--- config.mk ---
export PLATFORM = sky130hd
export DESIGN_NAME = kb_report_decoder
export DESIGN_NICKNAME = d
export VERILOG_FILES = /design/src/rtl/kb_ps2_pkg.sv /design/src/rtl/hid_to_ps2_rom.sv /design/src/rtl/kb_report_decoder.sv
export SDC_FILE = /design/constraint.sdc
export NUM_CORES = 1
export LEC_CHECK = 0
export BUFFER_PORTS_ARGS = -buffer_cell sky130_fd_sc_hd__buf_2
export CAP_MARGIN = 20
export CORE_ASPECT_RATIO = 1.25
export CORE_MARGIN = 8
export CORE_UTILIZATION = 55
export CTS_CLUSTER_SIZE = 8
export DETAILED_ROUTE_END_ITERATION = 12
export PLACE_DENSITY = 0.77
export SLEW_MARGIN = 20
export SYNTH_ARGS = -nofsm -noshare
export SYNTH_HDL_FRONTEND = slang
export SYNTH_HIERARCHICAL = 1
export SYNTH_SLANG_ARGS = --single-unit
--- constraint.sdc ---
create_clock -name clk -period 6.71 [get_ports clk]
set_input_delay 2.013 -clock clk [delete_from_list [all_inputs] [get_ports clk]]
set_output_delay 2.013 -clock clk [all_outputs]
set_load 0.02 [all_outputs]
--- src/rtl/kb_ps2_pkg.sv ---
// kb_ps2_pkg: shared types and constants for the HID-report to PS/2 set-2 decoder.
//   state_t   : decoder FSM states
//   PS2_EXT   : extended-code prefix byte
//   PS2_BRK   : break prefix byte
//   MOD_TBL   : {ext, code} per modifier bit (bit0 LCtrl .. bit7 RGUI)
package kb_ps2_pkg;

    typedef enum logic [2:0] {
        IDLE,
        POP,
        LOAD,
        SCAN_BRK,
        SCAN_MK,
        EMIT_E0,
        EMIT_F0,
        EMIT_CODE
    } state_t;

    localparam logic [7:0] PS2_EXT = 8'hE0;
    localparam logic [7:0] PS2_BRK = 8'hF0;

    // Eight modifier items followed by six usage slots.
    localparam logic [3:0] LAST_ITEM = 4'd13;

    // Index 0 is the rightmost entry: LCtrl, LShift, LAlt, LGUI, RCtrl, RShift, RAlt, RGUI.
    localparam logic [7:0][8:0] MOD_TBL = {
        9'h127, 9'h111, 9'h059, 9'h114, 9'h11F, 9'h011, 9'h012, 9'h014
    };

endpackage

--- src/rtl/hid_to_ps2_rom.sv ---
// hid_to_ps2_rom: combinational HID keyboard usage to PS/2 set-2 make code lookup.
//   usage : HID usage ID
//   ps2   : {ext flag, make code}; code 0x00 means the usage has no entry
module hid_to_ps2_rom (
    input  logic [7:0] usage,
    output logic [8:0] ps2
);

    always_comb begin
        ps2 = 9'h000;
        case (usage)
            8'h04: ps2 = 9'h01C;
            8'h05: ps2 = 9'h032;
            8'h06: ps2 = 9'h021;
            8'h07: ps2 = 9'h023;
            8'h08: ps2 = 9'h024;
            8'h09: ps2 = 9'h02B;
            8'h0A: ps2 = 9'h034;
            8'h0B: ps2 = 9'h033;
            8'h0C: ps2 = 9'h043;
            8'h0D: ps2 = 9'h03B;
            8'h0E: ps2 = 9'h042;
            8'h0F: ps2 = 9'h04B;
            8'h10: ps2 = 9'h03A;
            8'h11: ps2 = 9'h031;
            8'h12: ps2 = 9'h044;
            8'h13: ps2 = 9'h04D;
            8'h14: ps2 = 9'h015;
            8'h15: ps2 = 9'h02D;
            8'h16: ps2 = 9'h01B;
            8'h17: ps2 = 9'h02C;
            8'h18: ps2 = 9'h03C;
            8'h19: ps2 = 9'h02A;
            8'h1A: ps2 = 9'h01D;
            8'h1B: ps2 = 9'h022;
            8'h1C: ps2 = 9'h035;
            8'h1D: ps2 = 9'h01A;
            8'h1E: ps2 = 9'h016;
            8'h1F: ps2 = 9'h01E;
            8'h20: ps2 = 9'h026;
            8'h21: ps2 = 9'h025;
            8'h22: ps2 = 9'h02E;
            8'h23: ps2 = 9'h036;
            8'h24: ps2 = 9'h03D;
            8'h25: ps2 = 9'h03E;
            8'h26: ps2 = 9'h046;
            8'h27: ps2 = 9'h045;
            8'h28: ps2 = 9'h05A;
            8'h29: ps2 = 9'h076;
            8'h2A: ps2 = 9'h066;
            8'h2B: ps2 = 9'h00D;
            8'h2C: ps2 = 9'h029;
            8'h2D: ps2 = 9'h04E;
            8'h2E: ps2 = 9'h055;
            8'h2F: ps2 = 9'h054;
            8'h30: ps2 = 9'h05B;
            8'h31: ps2 = 9'h05D;
            8'h33: ps2 = 9'h04C;
            8'h34: ps2 = 9'h052;
            8'h35: ps2 = 9'h00E;
            8'h36: ps2 = 9'h041;
            8'h37: ps2 = 9'h049;
            8'h38: ps2 = 9'h04A;
            8'h39: ps2 = 9'h058;
            8'h3A: ps2 = 9'h005;
            8'h3B: ps2 = 9'h006;
            8'h3C: ps2 = 9'h004;
            8'h3D: ps2 = 9'h00C;
            8'h3E: ps2 = 9'h003;
            8'h3F: ps2 = 9'h00B;
            8'h40: ps2 = 9'h083;
            8'h41: ps2 = 9'h00A;
            8'h42: ps2 = 9'h001;
            8'h43: ps2 = 9'h009;
            8'h44: ps2 = 9'h078;
            8'h45: ps2 = 9'h007;
            8'h49: ps2 = 9'h170;
            8'h4A: ps2 = 9'h16C;
            8'h4B: ps2 = 9'h17D;
            8'h4C: ps2 = 9'h171;
            8'h4D: ps2 = 9'h169;
            8'h4E: ps2 = 9'h17A;
            8'h4F: ps2 = 9'h174;
            8'h50: ps2 = 9'h16B;
            8'h51: ps2 = 9'h172;
            8'h52: ps2 = 9'h175;
            default: ps2 = 9'h000;
        endcase
    end

endmodule

--- src/rtl/kb_report_decoder.sv ---
// kb_report_decoder: pops HID boot keyboard reports and emits PS/2 set-2 make/break bytes.
//   clk, reset_n           : clock, synchronous active-low reset
//   fifo_empty, fifo_rd_en : report queue status and one-cycle pop strobe
//   fifo_dout              : popped report, valid the cycle after the pop
//   ps2_data, ps2_valid    : scan code byte stream, held until ps2_ready
//   ps2_ready              : downstream accept
//   busy                   : decoder not idle
module kb_report_decoder
    import kb_ps2_pkg::*;
(
    input  logic         clk,
    input  logic         reset_n,
    input  logic         fifo_empty,
    output logic         fifo_rd_en,
    input  logic [125:0] fifo_dout,
    output logic [7:0]   ps2_data,
    output logic         ps2_valid,
    input  logic         ps2_ready,
    output logic         busy
);

    state_t      state_q, state_d;
    logic [3:0]  idx_q, idx_d;
    logic [55:0] cur_q, cur_d, prev_q, prev_d;
    logic        brk_q, brk_d;
    logic [8:0]  item_q, item_d;

    logic [55:0] scan_rpt, oth_rpt;
    logic [7:0]  usage;
    logic [8:0]  rom_out, item;
    logic [3:0]  hi;
    logic        is_mod, present, in_oth, typematic, tm_mk, hit;
    logic        unused_hi;

    // Bytes above the six usage slots carry no key data.
    assign unused_hi = ^fifo_dout[125:56];

    hid_to_ps2_rom u_rom (
        .usage (usage),
        .ps2   (rom_out)
    );

    // Evaluate the scan item at idx_q: 0-7 modifier bits, 8-13 usage slots.
    always_comb begin
        scan_rpt  = brk_q ? prev_q : cur_q;
        oth_rpt   = brk_q ? cur_q : prev_q;
        is_mod    = ~idx_q[3];
        usage     = '0;
        for (int s = 0; s < 6; s++)
            if (idx_q == 4'(s + 8)) usage = scan_rpt[8 + 8*s +: 8];
        in_oth = 1'b0;
        hi     = '0;
        for (int s = 0; s < 6; s++) begin
            if (oth_rpt[8 + 8*s +: 8] == usage) in_oth = 1'b1;
            if (cur_q[8 + 8*s +: 8] != 8'd0) hi = 4'(s + 8);
        end
        if (is_mod) in_oth = oth_rpt[idx_q[2:0]];
        present   = is_mod ? scan_rpt[idx_q[2:0]] : (usage > 8'd1 && rom_out[7:0] != 8'd0);
        item      = is_mod ? MOD_TBL[idx_q[2:0]] : rom_out;
        typematic = (cur_q == prev_q) && (|cur_q);
        // A repeated report re-makes only the newest key; modifiers never repeat.
        tm_mk     = ~brk_q & typematic;
        hit       = present && (tm_mk ? (!is_mod && idx_q == hi) : !in_oth);
    end

    always_comb begin
        state_d    = state_q;
        idx_d      = idx_q;
        cur_d      = cur_q;
        prev_d     = prev_q;
        brk_d      = brk_q;
        item_d     = item_q;
        fifo_rd_en = 1'b0;
        ps2_valid  = 1'b0;
        ps2_data   = 8'h00;
        case (state_q)
            IDLE: begin
                if (!fifo_empty) begin
                    // No pop while held in reset, so no report is lost.
                    fifo_rd_en = reset_n;
                    state_d    = POP;
                end
            end
            POP: state_d = LOAD;
            LOAD: begin
                cur_d   = fifo_dout[55:0];
                brk_d   = 1'b1;
                idx_d   = '0;
                state_d = SCAN_BRK;
            end
            SCAN_BRK, SCAN_MK: begin
                if (idx_q > LAST_ITEM) begin
                    idx_d   = '0;
                    brk_d   = 1'b0;
                    prev_d  = brk_q ? prev_q : cur_q;
                    state_d = brk_q ? SCAN_MK : IDLE;
                end else begin
                    idx_d = idx_q + 4'd1;
                    if (hit) begin
                        item_d  = item;
                        state_d = item[8] ? EMIT_E0 : (brk_q ? EMIT_F0 : EMIT_CODE);
                    end
                end
            end
            EMIT_E0: begin
                ps2_valid = 1'b1;
                ps2_data  = PS2_EXT;
                if (ps2_ready) state_d = brk_q ? EMIT_F0 : EMIT_CODE;
            end
            EMIT_F0: begin
                ps2_valid = 1'b1;
                ps2_data  = PS2_BRK;
                if (ps2_ready) state_d = EMIT_CODE;
            end
            EMIT_CODE: begin
                ps2_valid = 1'b1;
                ps2_data  = item_q[7:0];
                if (ps2_ready) state_d = brk_q ? SCAN_BRK : SCAN_MK;
            end
            default: state_d = IDLE;
        endcase
    end

    always_ff @(posedge clk) begin
        if (!reset_n) begin
            state_q <= IDLE;
            idx_q   <= '0;
            cur_q   <= '0;
            prev_q  <= '0;
            brk_q   <= 1'b0;
            item_q  <= '0;
        end else begin
            state_q <= state_d;
            idx_q   <= idx_d;
            cur_q   <= cur_d;
            prev_q  <= prev_d;
            brk_q   <= brk_d;
            item_q  <= item_d;
        end
    end

    assign busy = (state_q != IDLE);

endmodule

; Word-level counts from Yosys, hierarchy flattened
; Memory sizes are Yosys's and may differ from the RTL's. A register that Yosys moved wholly into a read port is not among the register bits.
; Index checks and enable logic that the tools add are counted.
[totals]
register_bits = 128
latch_bits = 0
mem_bits_rw = 0
rom_bits = 1224
input_bits = 130
mem_count = 2
[memory_table]
columns = memory, depth, width, read_ports, rd_clocked_by_memory_dff, wr, line
row1 = (no name shown), 128, 9, 1, 0, 0, hid_to_ps2_rom.sv:11  ; case (usage)
row2 = (no name shown), 8, 9, 1, 1, 0, kb_report_decoder.sv:59  ; item = is_mod ? MOD_TBL[idx_q[2:0]] : rom_out;
[op_classes]
n_addsub = 1
n_mul = 0
n_div = 0
n_lt_le_gt_ge = 4
eq_ne = 27
shifts = 0
muxes = 51
n_bitwise = 3
reduce_logical = 22
[ops]
columns = operator, n
row1 = two-way mux 56 bit, 2
row2 = equality test 56 bit, 1
row3 = nonzero test 8 bit, 7
row4 = OR reduction 56 bit, 1
row5 = equality test 8 bit, 6
row6 = two-way mux 8 bit, 6
row7 = two-way mux 3 bit, 11
row8 = two-way mux 4 bit, 7
row9 = two-way mux 9 bit, 3
row10 = "equality test 4 bit, second input constant", 6
row11 = one-hot mux 8 bit (3 select lines), 1
row12 = one-hot mux 3 bit (7 select lines), 1
row13 = two-way mux 1 bit, 16
row14 = "equality test 3 bit, second input constant", 4
row15 = "inequality test 2 bit, second input constant", 5
row16 = "greater-than comparator 8 x 1 -> 1 bit, second input constant", 1
row17 = one-hot mux 4 bit (2 select lines), 1
row18 = "less-than comparator 3 x 7 -> 1 bit, second input constant", 1
row19 = binary-select mux 1 bit (select 3 bit), 2
row20 = "equality test 3 x 2 -> 1 bit, second input constant", 2
row21 = AND reduction 5 bit, 1
row22 = "adder 4 x 1 -> 4 bit, second input constant", 1
row23 = equality test 4 bit, 1
row24 = "greater-than comparator 4 bit, second input constant", 1
row25 = 15 further kinds, 20

; Longest topological paths before layout
[depth]
depth_word = 21
depth_mapped = 27
mapped_depth_nobuf = 21

; Hierarchy
; The synthesis kept the hierarchy.
[by_module_without_submodules]
columns = module, n_inst, cells_each, area_each_um2
row1 = kb_report_decoder, 1, 1129, 9111.2
row2 = hid_to_ps2_rom, 1, 172, 1188.6

; Least setup slack after synthesis
; Ideal clock, no wire load.
[synth_path]
path_type = register -> register
startpoint = register idx_q[0]
endpoint = register item_q[4]
setup_time_ps = 115
arrival_time_ps = 5106
required_ps = 6595
path_slack_ps = 1489
path_stages_with_launch = 27
n_path_buf = 6
path_cell_list = dfxtp_1 clkbuf_1 inv_1 ha_1 and3_1 clkbuf_2 a21o_1 a2111o_1 and2_1 buf_2 buf_2 inv_2 ha_1 buf_2 nor2_1 mux4_2 and3_1 o22ai_1 nor4_1 a21oi_1 o41ai_2 a22oi_1 nand2_1 a21o_1 buf_6 mux2i_1 and2_1
[synth_via]
word_cells_on_any_way = 44
cone_classes = 2 x order compare / 13 x eq/ne / 21 x mux / 1 x bitwise / 6 x reduce/logical / 1 x memory
[synth_lines]
columns = item, line
row1 = start: declaration, kb_report_decoder.sv:23  ; logic [3:0] idx_q, idx_d;
row2 = start signal: assignment, kb_report_decoder.sv:134  ; idx_q <= idx_d;
row3 = equality test 4 bit, kb_report_decoder.sv:50  ; if (idx_q == 4'(s + 8)) usage = scan_rpt[8 + 8*s +: 8];
row4 = two-way mux 8 bit (5 in a row), kb_report_decoder.sv:50
row5 = two-way mux 8 bit *, kb_report_decoder.sv:50
row6 = named net usage[0], kb_report_decoder.sv:29  ; logic [7:0] usage;
row7 = memory read (128 x 9 bit) *, -
row8 = two-way mux 9 bit *, hid_to_ps2_rom.sv:11
row9 = named net rom_out[2], kb_report_decoder.sv:30  ; logic [8:0] rom_out, item;
row10 = nonzero test 8 bit *, kb_report_decoder.sv:58  ; present = is_mod ? scan_rpt[idx_q[2:0]] : (usage > 8'd1 && rom_out[7:0] != 8'd0);
row11 = logical AND 1 bit *, kb_report_decoder.sv:58
row12 = two-way mux 1 bit *, kb_report_decoder.sv:58
row13 = logical AND 1 bit *, kb_report_decoder.sv:63  ; hit = present && (tm_mk ? (!is_mod && idx_q == hi) : !in_oth);
row14 = AND reduction 3 bit (no source line) *, -
row15 = end signal: assignment, kb_report_decoder.sv:138  ; item_q <= item_d;
row16 = end: declaration, kb_report_decoder.sv:26  ; logic [8:0] item_q, item_d;
; Mark *: on every way through the listed nets, which the timed path passes. The rest lies on a longest branch. The select of a mux whose other input is x is not followed.
; A chain may end at the register's enable or synchronous reset.

; Worst setup path after layout
[layout_path]
startpoint = register idx_q[0]
endpoint = register item_q[4]
[layout_via]
word_cells_on_any_way = 44
cone_classes = 2 x order compare / 13 x eq/ne / 21 x mux / 1 x bitwise / 6 x reduce/logical / 1 x memory
[layout_lines]
columns = item, line
row1 = equality test 4 bit, kb_report_decoder.sv:50
row2 = two-way mux 8 bit (5 in a row), kb_report_decoder.sv:50
row3 = two-way mux 8 bit *, kb_report_decoder.sv:50
row4 = memory read (128 x 9 bit), -
row5 = two-way mux 9 bit *, hid_to_ps2_rom.sv:11
row6 = named net rom_out[2], kb_report_decoder.sv:30
row7 = nonzero test 8 bit *, kb_report_decoder.sv:58
row8 = logical AND 1 bit *, kb_report_decoder.sv:58
row9 = two-way mux 1 bit *, kb_report_decoder.sv:58
row10 = logical AND 1 bit *, kb_report_decoder.sv:63
row11 = AND reduction 3 bit (no source line) *, -
; Marks and branches as above.

==> key figures <==
Status
  – Status: completed

Logic synthesis
  – FF+latch count, synth: around 140
  – Yosys Warn Count: 6
  – Yosys cell types: 85
  – Seq/Total Area, Yosys: 0.264
  – Mapped Area: between 0.01 and 0.015 mm²
  – Ys flop type: dfxtp_1
  – Syn Inst Count: ~1300
  – Async S/R FF share, synth: 0
  – Post-synth EDFFs: 0
  – Mapped Nets: between 1000 and 1500
  – Syn Area/Cell: between 7 and 8 µm²

Place
  – Pre-CTS setup slack: approximately 980 ps
  – Hpwl dp: ~23 mm
  – Dpl cell area: 0.0106 mm²
  – Inst Count DP: ~1500
  – Gpl congestion: between 0.9 and 1
  – Port-buffer cells: 70

Timing
  – RSZ-0062 raised after global routing: false
  – # setup viols final: 0
  – Setup TNS: 0 ps
  – Max-slew violation count: 0
  – Tmin final: between 5000 and 6000 ps
  – Final hold slack: 454 ps
  – Fin worst setup slack: slightly below 1000 ps
  – Endpoints failing hold: 0
  – Worst Skew: between 10 and 15 ps
  – Final Cycle Share: 0.854
  – Max Freq: about 170 MHz
  – Relative slew slack: 0.399
  – Worst Tran Pin Value: between 800 and 900 ps

Setup path
  – Crit path capture type: flop
  – Worst path max stage delay: between 400 and 500 ps
  – CP Data Required Time: ~7000 ps
  – Crit path kind: flop to flop
  – CP top delay family: compound AO/OA/AOI/OAI gates
  – Critical Path Stages: 20
  – Critical Path Slowest Stage Cell: dfxtp_1
  – Critical Path AT: a little over 6000 ps
  – Worst R2R Path Depth: 20
  – CP startpoint kind: flop
  – Buf/Inv on CP: 2
  – Cell Chain, Critical Path: buf_4 -> ha_1 -> and4bb_1 -> a21o_1 -> a2111o_1 -> and2_1 -> inv_2 -> ha_1 -> nor2_1 -> mux4_2 -> and3_1 -> o22ai_1 -> nor4_1 -> a21oi_1 -> o41ai_2 -> a22oi_1 -> nand2_1 -> a21o_1 -> mux2i_1 -> and2_1
  – Critical path peak fanout: 10

Drt
  – Routed Wire Length: about 32 mm
  – DRC: 0
  – First-pass iteration count of the detailed router: 7
  – Vias/cell: between 6 and 7
  – 1st-iter DRT viols: about 760
  – Routed len/inst: 20.2 µm
  – ANT nets after route: 0
  – Routed via count: just under 10000

Power
  – Total Power: between 1.5 and 2 mW
  – Peak VDD IR: approximately 0.16 mV
  – Power density cells: approximately 180 mW/mm²
  – Lkg Pwr: a little under 4 nW

Finish
  – Layout cells sized above 1: 0.132
  – Post-route cell area: 0.0112 mm²
  – Antenna cells: 0
  – Post-Layout Cell Count: roughly 1600
  – Most common cell after layout, fill and taps aside: nand2_1
  – Most frequent cells in the layout: 291 x nand2_1, 135 x dfxtp_1, 120 x a21boi_0
  – Finished Core Util: 0.603
  – Area Growth Syn to Fin: 8.71%
  – Nets@finish: 1466

Hold path
  – Hold depth: 2
  – Min-delay worst type: flop to flop

CTS
  – Clk Latency, worst-skew pair: between 400 and 500 ps
  – H-tree Lvls: 4
  – Post-CTS Repair Setup Buffers: 0
  – CTS tree: yes
  – Clock Root Buffer: clkbuf_16
  – Post_cts resized: 0
  – Hold_buf cts: 0
  – Longest Clk Path Bufs: 2
  – CTS clock-pin slew for the worst setup and hold paths: ~60 ps
  – Num Clock Sinks: approximately 140
  – Number of CTS-inserted buffers: 17

Global route
  – Global-route wire length before repair: approximately 50 mm
  – Largest net degree at the start of global routing: 83
  – Antenna violations before repair: 0
  – Gr ovfl total: 0
  – Vias in the first global route: between 9000 and 10000
  – Gr usage total: 0.264

Floorplan
  – Area of the core: approximately 0.019 mm²
  – # IOs: around 140
  – Die area: between 0.02 and 0.025 mm²
  – FP Rows: 56
  – Die Height: approximately 170 µm
  – Die extent in x: between 100 and 150 µm
  – Starting Density: 0.555

Flow run
  – Max-Cap Viols: 0
-- worst min-delay path, delay by kind of cell (launching register included) --
family           cells  cell delay (ps)
flip-flops           1              300
multiplexers         1               50
AND/OR/NAND/NOR      1               50
-- where the power goes --
group	total, mW	switching [mW]	internal, mW	leakage [nW]
logic	0.189	0.105	0.0843	2.58
clock network	0.948	0.368	0.581	0.276
registers	0.854	0.0340	0.820	1.10
total	1.99	0.507	1.48	3.95
-- cell families after synthesis --
group / after synthesis / synth area share
simple gates: 507 / 0.228
compound gates: 305 / 0.213
flops: 136 / 0.264
mux: 132 / 0.147
buf+inv: 131 / 0.0628
xor+xnor: 69 / 0.0587
fa+ha+maj: 21 / 0.0255
-- area by class of cell --
class	count	area [µm²]
clock inverter	11	149
clock buffer	19	433
sequential	136	2730
tap	232	290
multi-input combinational	1034	6960
fill	1694	7370
inverter	36	138
timing repair buffer	90	503
-- sequential cells by signal, indices dropped and copies added (netlist names), named ones only --
register  flops
prev_q       56
item_q        8
idx_q         4
state_q       3
cur_q        56
brk_q         1
-- worst paths after layout --
path,from,endpoint,slack (ps)
max reg2reg,idx_q[0]$_SDFFE_PN0N_,item_q[4]$_SDFFE_PN0P_,980
min,item_q[2]$_SDFFE_PN0P_,item_q[2]$_SDFFE_PN0P_,450
max,idx_q[0]$_SDFFE_PN0N_,item_q[4]$_SDFFE_PN0P_,980
min reg2reg,item_q[2]$_SDFFE_PN0P_,item_q[2]$_SDFFE_PN0P_,450
-- layer usage --
metal  up-vias  track usage  part of all wire
li1       4643            -                 -
met1      4575        0.309              0.41
met2       343        0.449              0.49
met3        84       0.0465             0.056
met4         0        0.148             0.046
met5         -            0                 0
-- cells in the mapped netlist, types with 7 or more instances --
cell type / n / area share
a211oi_1: 13 / 0.0095
a21boi_0: 120 / 0.087
a21o_1: 9 / 0.0066
a21oi_1: 30 / 0.015
a221oi_1: 13 / 0.011
a31oi_1: 7 / 0.0043
and2_1: 10 / 0.0061
and3_1: 13 / 0.0079
buf_1: 11 / 0.0040
buf_2: 18 / 0.0087
buf_4: 10 / 0.0073
buf_6: 10 / 0.011
clkbuf_1: 44 / 0.016
dfxtp_1: 136 / 0.26
ha_1: 21 / 0.026
inv_1: 33 / 0.012
mux2_2: 17 / 0.019
mux2i_1: 100 / 0.097
mux4_2: 13 / 0.028
nand2_1: 293 / 0.11
nand2b_1: 11 / 0.0067
nand3_1: 21 / 0.010
nand4_1: 13 / 0.0079
nand4b_1: 7 / 0.0060
nor2_1: 42 / 0.015
nor2b_1: 14 / 0.0085
nor3_1: 21 / 0.010
nor4_1: 34 / 0.021
o21ai_0: 34 / 0.017
o22ai_1: 18 / 0.011
xnor2_1: 52 / 0.044
xor2_1: 17 / 0.014
Note: power is estimated with default switching activity, not from simulation.
